$ cat config.mk
export PLATFORM = sky130hd
export DESIGN_NAME = wb_arbiter
export DESIGN_NICKNAME = d
export VERILOG_FILES = /design/src/rtl/wb_arbiter.sv
export SDC_FILE = /design/constraint.sdc
export NUM_CORES = 1
export LEC_CHECK = 0
export ABC_AREA = 1
export BUFFER_PORTS_ARGS = -buffer_cell sky130_fd_sc_hd__buf_2
export CAP_MARGIN = 15
export CORE_MARGIN = 4
export CORE_UTILIZATION = 40
export CTS_CLUSTER_DIAMETER = 200
export DETAILED_ROUTE_END_ITERATION = 6
export GPL_TIMING_DRIVEN = 0
export SLEW_MARGIN = 30
export SYNTH_ARGS = -nofsm -noshare
export SYNTH_HDL_FRONTEND = slang
export SYNTH_SLANG_ARGS = --single-unit
$ cat constraint.sdc
create_clock -name clk -period 4.1 [get_ports clk]
set_input_delay 0.82 -clock clk [delete_from_list [all_inputs] [get_ports clk]]
set_output_delay 0.82 -clock clk [all_outputs]
set_load 0.03 [all_outputs]
$ cat src/rtl/wb_arbiter.sv
// Writeback arbiter owning the register-file write port: merges in-order pipeline results with
// queued mul/div results, bounds mul/div starvation, squashes r0 writes. Optional WB_BYPASS_EN adds a forwarding path.
module wb_arbiter #(
    parameter int MD_DEPTH = 2,
    parameter int MAX_WAIT = 4
) (
    input  logic                        clk,
    input  logic                        rst_n,
`ifdef WB_BYPASS_EN
    input  logic [4:0]                  byp_rsc,
    input  logic [4:0]                  byp_rtc,
    input  logic [31:0]                 rf_rs,
    input  logic [31:0]                 rf_rt,
    output logic [31:0]                 byp_rs,
    output logic [31:0]                 byp_rt,
`endif
    input  logic                        pipe_valid,
    output logic                        pipe_ready,
    input  logic                        pipe_we,
    input  logic [4:0]                  pipe_rdc,
    input  logic [31:0]                 pipe_data,
    input  logic                        md_valid,
    output logic                        md_ready,
    input  logic [4:0]                  md_rdc,
    input  logic [31:0]                 md_data,
    output logic                        reg_we,
    output logic [4:0]                  reg_rdc,
    output logic [31:0]                 reg_rd,
    output logic [$clog2(MD_DEPTH):0]   md_pending
);
    localparam int AW = $clog2(MD_DEPTH);
    localparam int CW = AW + 1;
    localparam int WW = $clog2(MAX_WAIT + 1);
    localparam logic [CW-1:0] DEPTH_C = CW'(MD_DEPTH);
    localparam logic [WW-1:0] MAX_W   = WW'(MAX_WAIT);

    typedef enum logic {GNT_PIPE, GNT_MD} grant_t;

    typedef struct packed {
        logic [4:0]  rdc;
        logic [31:0] data;
    } md_entry_t;

    md_entry_t     mem [MD_DEPTH];
    md_entry_t     head;
    logic [AW-1:0] wr_ptr_reg, rd_ptr_reg;
    logic [CW-1:0] count_reg, count_next;
    logic [WW-1:0] wait_reg, wait_next;
    grant_t        grant_reg, grant_next;
    logic          fifo_empty, pipe_fire, push, pop;

    // Ready signals depend only on registered state, never on the valids.
    assign pipe_ready = (grant_reg != GNT_MD);
    assign md_ready   = (count_reg != DEPTH_C);
    assign md_pending = count_reg;
    assign head       = mem[rd_ptr_reg];

    always_comb begin
        fifo_empty = (count_reg == '0);
        pipe_fire  = pipe_valid && pipe_ready;
        push       = md_valid && md_ready;
        pop        = !pipe_fire && !fifo_empty;

        count_next = count_reg;
        if (push && !pop)
            count_next = count_reg + CW'(1);
        else if (!push && pop)
            count_next = count_reg - CW'(1);

        wait_next = wait_reg;
        if (pop || fifo_empty)
            wait_next = '0;
        else if (wait_reg != MAX_W)
            wait_next = wait_reg + WW'(1);

        // Grant holds force_md for the coming cycle, precomputed from next occupancy/wait.
        grant_next = GNT_PIPE;
        if ((count_next != '0) && (wait_next >= MAX_W))
            grant_next = GNT_MD;
    end

    always_ff @(posedge clk or negedge rst_n) begin
        if (!rst_n) begin
            grant_reg  <= GNT_PIPE;
            count_reg  <= '0;
            wait_reg   <= '0;
            wr_ptr_reg <= '0;
            rd_ptr_reg <= '0;
            reg_we     <= 1'b0;
            reg_rdc    <= '0;
            reg_rd     <= '0;
        end else begin
            grant_reg <= grant_next;
            count_reg <= count_next;
            wait_reg  <= wait_next;
            if (push)
                wr_ptr_reg <= wr_ptr_reg + AW'(1);
            if (pop)
                rd_ptr_reg <= rd_ptr_reg + AW'(1);

            if (pipe_fire) begin
                reg_we  <= pipe_we && (pipe_rdc != 5'd0);
                reg_rdc <= pipe_rdc;
                reg_rd  <= pipe_data;
            end else if (!fifo_empty) begin
                reg_we  <= (head.rdc != 5'd0);
                reg_rdc <= head.rdc;
                reg_rd  <= head.data;
            end else begin
                reg_we  <= 1'b0;
            end
        end
    end

    // Storage has no reset so it can map onto distributed/block RAM; occupancy guards stale entries.
    always_ff @(posedge clk) begin
        if (push)
            mem[wr_ptr_reg] <= '{rdc: md_rdc, data: md_data};
    end

`ifdef WB_BYPASS_EN
    assign byp_rs = (reg_we && (reg_rdc == byp_rsc) && (byp_rsc != 5'd0)) ? reg_rd : rf_rs;
    assign byp_rt = (reg_we && (reg_rdc == byp_rtc) && (byp_rtc != 5'd0)) ? reg_rd : rf_rt;
`endif

endmodule

# After elaboration in Yosys (flattened, before gate mapping)
# Memory sizes are Yosys's and may differ from the RTL's.
# Cells that the tools add are included.
[word_totals]
register_bits = 46
ramBits = 74
inputBits = 79
word_cells = 48
n_memories = 1
[classes]
addsub = 5
magnitude_cmp = 1
n_eq_ne = 3
muxes = 13
n_bitwise = 1
reduce_logical = 16
[mem_list]
columns = ["memory", "words", "width", "read_ports", "rd_clocked_by_memory_dff", "wr", "line_no", "source"]
rows = [
  ["mem", 2, 37, 1, 0, 1, "44", "md_entry_t mem [MD_DEPTH];"],
]
[ops]
columns = ["cell", "count"]
rows = [
  ["$mux 32", 2],
  ["$mux 5", 2],
  ["$reduce_bool 5->1", 2],
  ["$logic_and 1x1->1", 7],
  ["$mux 3", 2],
  ["$mux 1", 5],
  ["$logic_not 1->1", 4],
  ["$mux 2", 2],
  ["$add 3x1->3 const B", 1],
  ["$ge 3x3->1 const B", 1],
  ["$ne 3x3->1 const B", 1],
  ["$add 1x1->1 const B", 2],
  ["$add 2x1->2 const B", 1],
  ["$logic_not 2->1", 1],
  ["$ne 2x1->1 const B", 1],
  ["$ne 2x2->1 const B", 1],
  ["$reduce_bool 2->1", 1],
  ["$sub 2x1->2 const B", 1],
  ["$logic_or 1x1->1", 1],
  ["$not 1->1", 1],
]

# Logic depth before layout (Yosys ltp)
[depth]
ltp_word = 10
depth_mapped = 11
mapped_depth_nobuf = 11

# Least setup slack after synthesis
# Ideal clock, no wire load.
[synth_timing]
kind = "register -> register"
startpoint = "register count_reg[0], in the netlist md_pending[0]"
endpoint = "memory mem[0][0] (netlist name), enable pin"
arrival_time_ps = 2774
t_required_ps = 3669
slack_ps = 895
stages_incl_launch_ff = 6
path_cell_list = "dfrtp_1 > inv_1 > ha_1 > inv_1 > nand2_2 > nor2_1"
[synth_between]
elab_chain_len = 4
[synth_lines]
columns = ["item", "line_no", "source"]
rows = [
  ["start: declaration", "47", "logic [CW-1:0] count_reg, count_next;"],
  ["start signal: assignment", "94", "count_reg <= count_next;"],
  ["$ne 2x2->1", "54", "assign md_ready = (count_reg != DEPTH_C);"],
  ["via md_ready", "23", "output logic md_ready,"],
  ["$logic_and 1x1->1", "61", "push = md_valid && md_ready;"],
  ["$mux 1", "117", "if (push)"],
  ["$mux 1 (not written as such)", "118", "mem[wr_ptr_reg] <= '{rdc: md_rdc, data: md_data};"],
  ["end: declaration", "44", ""],
]
# The timed path passes the listed nets, and every way through them passes these cells.

# Worst setup path in the final report
[layout_timing]
startpoint = "register count_reg[0], in the netlist md_pending[0]"
endpoint = "output port md_ready"
[layout_between]
elab_chain_len = 1
[layout_lines]
columns = ["item", "line_no"]
rows = [
  ["$ne 2x2->1", "54"],
  ["end: declaration", "23"],
]
# Every way passes these cells.

==> summary.md <==
| Metric | Value |
|---|---|
| Overall power | between 5000 and 6000 µW |
| Drt wl/cell | approximately 16 µm |
| Largest net degree at the start of global routing | 47 |
| DP Worst Slack | roughly 2.2 ns |
| CTS resizes | 0 |
| Area after DPL | 0.00570 mm² |
| GRT Overall Usage | 0.167 |
| Die Ht | 118 µm |
| CP top delay family | flip-flops |
| CTS Sinks | 120 |
| Crit. End Element | output port |
| Slew Viols, Final | 0 |
| Total CTS buffers | 17 |
| Slew at the pin closest to its max-slew limit | 0.648 ns |
| Period utilization | 0.521 |
| Post-Syn Area per Cell | 12.8 µm² |
| CP Buf/Inv Count | 3 |
| WL final | 10900 µm |
| Hold/Removal Path Class | input pin to asynchronous set/reset pin |
| Post-DP HPWL | 7640 µm |
| Startpoint types | flop |
| Worst path arrival time | 1.32 ns |
| Critical-path top delay cell | dfrtp_1 |
| Seq cells post-synth | 120 |
| Synthesized Nets | 459 |
| Initial antenna violation count | 1 |
| Max Freq | 468 MHz |
| Die X | 118 µm |
| Design area | 0.00631 mm² |
| Seq/Total Area, Yosys | 0.701 |
| Ys Warns | 0 |
| Std cell rows | 39 |
| Post-synthesis cell area | 0.00481 mm² |
| GR Overflow Total | 0 |
| Routed vias | 3267 |
| I/O Buffers | 120 |
| Critical path's most frequent cell | inv_1 |
| Required @ worst endpoint | about 3.3 ns |
| Post-CTS Setup Inserts | 0 |
| Crit Path Class | flop to output port |
| Layout cells sized above 1 | 0.348 |
| Worst VDD drop | 300 µV |
| Via density | 4.83 |
| Final Hold Vio Count | 0 |
| H-tree depth | 4 |
| Max_slew headroom | 0.568 |
| DR iter-0 viols | approximately 140 |
| Clk buf depth | 2 |
| Setup_tns | 0 ns |
| WHS | 0.439 ns |
| Initial Util | 0.414 |
| CTS Root Cell | clkbuf_16 |
| ANT nets after route | 0 |
| Max reg flops | 74 |
| RSZ-0062 raised after global routing | no |
| Crit path cell chain | inv_1 -> ha_1 -> inv_1 -> buf_2 |
| Max FO, Critical Path | 3 |
| Gate Count Post-Synth | 376 |
| DRC | 0 |
| Regs by FF count | mem: 74 flops, reg_rd: 32 flops, reg_rdc: 5 flops |
| Post-CTS Hold Buffers | 0 |
| Status | finished, final reports clean |
| Pwr per Cell Area | 796 mW/mm² |
| Final nets | between 600 and 700 |
| CP peak stage delay | ~0.37 ns |
| RD Place Congestion | 0.786 |
| First-pass GRT wire length | 17800 µm |
| Total of max-cap violations | 0 |
| # IOs | 121 |
| Drt first pass iters | 4 |
| Top reg by flops | mem |
| Area growth from synthesis to layout | 31.1% |
| Worst Slack Setup Final | 1.96 ns |
| CTS tree | built |
| Min Tclk post-route | ~2.1 ns |
| Finish-stage setup viols | 0 |
| Worst skew pair latency | 0.41 ns |
| Clock Skew | 0.00798 ns |
| Core area | 0.0116 mm² |
| Die area | 0.0139 mm² |
| Yosys cell types | 27 |
| Vias in the first global route | 3549 |
| Pleak | ~0.0028 µW |
| CTS clk-pin slew, worst paths | 0.05 ns |
==> per-stage QoR <==
stage / instances / utilization
after floorplan: 376 / -
after global placement: 639 / 0.482
after detailed placement: 643 / 0.490
after CTS: 675 / 0.543
after global routing: 676 / 0.543
final: 677 / 0.543
==> cell families (layout without fill, tap and decap cells) <==
kind of cell | count (synthesis) | after routing | synth area share
AOI/OAI and AO/OA | 65 | 65 | 0.0824
xor gates and xnor gates | 3 | 3 | 0.00546
adders and majority gates | 4 | 4 | 0.0104
buffers and inverters | 34 | 190 | 0.0494
DFF | 120 | 120 | 0.701
muxes | 21 | 21 | 0.0437
other | 0 | 2 | 0
and+or+nand+nor | 129 | 129 | 0.108
==> final timing paths <==
path                                         startpoint                      to  slack (ns)  cells after the start
min in group clk                 reg_rdc[0]$_DFFE_PN0P_  reg_rdc[0]$_DFFE_PN0P_        0.48                      2
worst max-delay path            md_pending[0]$_DFF_PN0_                md_ready        1.96                      4
worst min register to register   reg_rdc[0]$_DFFE_PN0P_  reg_rdc[0]$_DFFE_PN0P_        0.48                      2
worst max register to register  md_pending[0]$_DFF_PN0_     mem[1][8]$_DFFE_PP_        2.41                      6
worst min-delay path                              rst_n     grant_reg$_DFF_PN0_        0.44                      1
max in group asynchronous                         rst_n  reg_rd[15]$_DFFE_PN0P_        3.22                      1
==> layout make-up <==
| type | count | area [µm²] |
|---|---|---|
| inverter | 17 | 63.8 |
| multi-input combinational | 222 | 1220 |
| buffer | 17 | 174 |
| tap | 143 | 179 |
| clock buffer | 23 | 488 |
| clock inverter | 9 | 121 |
| sequential | 120 | 3370 |
| antenna | 2 | 5.00 |
| timing repair buffer | 124 | 688 |
| fill | 986 | 5300 |
==> per-layer routing <==
| layer | GRT usage | routed length, µm | vias to the layer above |
|---|---|---|---|
| met5 | 0 | 0 | - |
| met4 | 0.0645 | 220 | 0 |
| met3 | 0.0668 | 774 | 18 |
| met2 | 0.280 | 5380 | 99 |
| met1 | 0.192 | 4540 | 1544 |
| li1 | - | - | 1606 |
==> worst reg2reg max path, cell delays in order, from the launching register on <==
cell	delay, ns
dfrtp_1	0.37
inv_1	0.08
ha_1	0.20
inv_1	0.08
nand2_2	0.13
nor2_4	0.33
buf_8	0.22
==> layout by cell type (no fill, tap or decap) <==
master	count
a21oi_2	2
clkbuf_16	17
mux2i_1	21
clkinvlp_4	1
nand3_1	7
clkinv_1	1
inv_2	4
o211ai_1	21
o21ai_2	3
nand2_1	108
buf_4	2
nor2_1	5
clkbuf_1	3
buf_12	1
clkbuf_8	5
nand2_4	2
dfrtp_1	46
buf_6	7
nor2_4	2
a21oi_1	27
buf_16	2
o21ai_1	8
nor3_1	1
ha_1	4
inv_1	13
o21ai_0	4
edfxtp_1	74
bufinv_16	3
buf_2	123
nand4_1	1
nand2_2	3
clkinv_2	4
xor2_1	3
diode_2	2
buf_8	4
==> where the power goes <==
group | internal [µW] | switching [µW] | leakage [µW]
combinational | 574 | 1100 | 0.00122
clock | 1010 | 500 | 0.000300
sequential | 1680 | 151 | 0.00124
==> synth_stat cells, drive strengths merged <==
cell type  number  area, µm²
nand4           1       6.26
mux2i          21        210
a21oi          29        153
edfxtp         74       2220
o21ai          15       86.3
nor2            7       26.3
nand3           7       35.0
o211ai         21        158
inv            17       63.8
clkbuf          2       17.5
ha              4       50.1
nor3            1       5.00
xor2            3       26.3
dfrtp          46       1150
buf            15        156
nand2         113        447
Note: power is estimated with default switching activity, not from simulation.
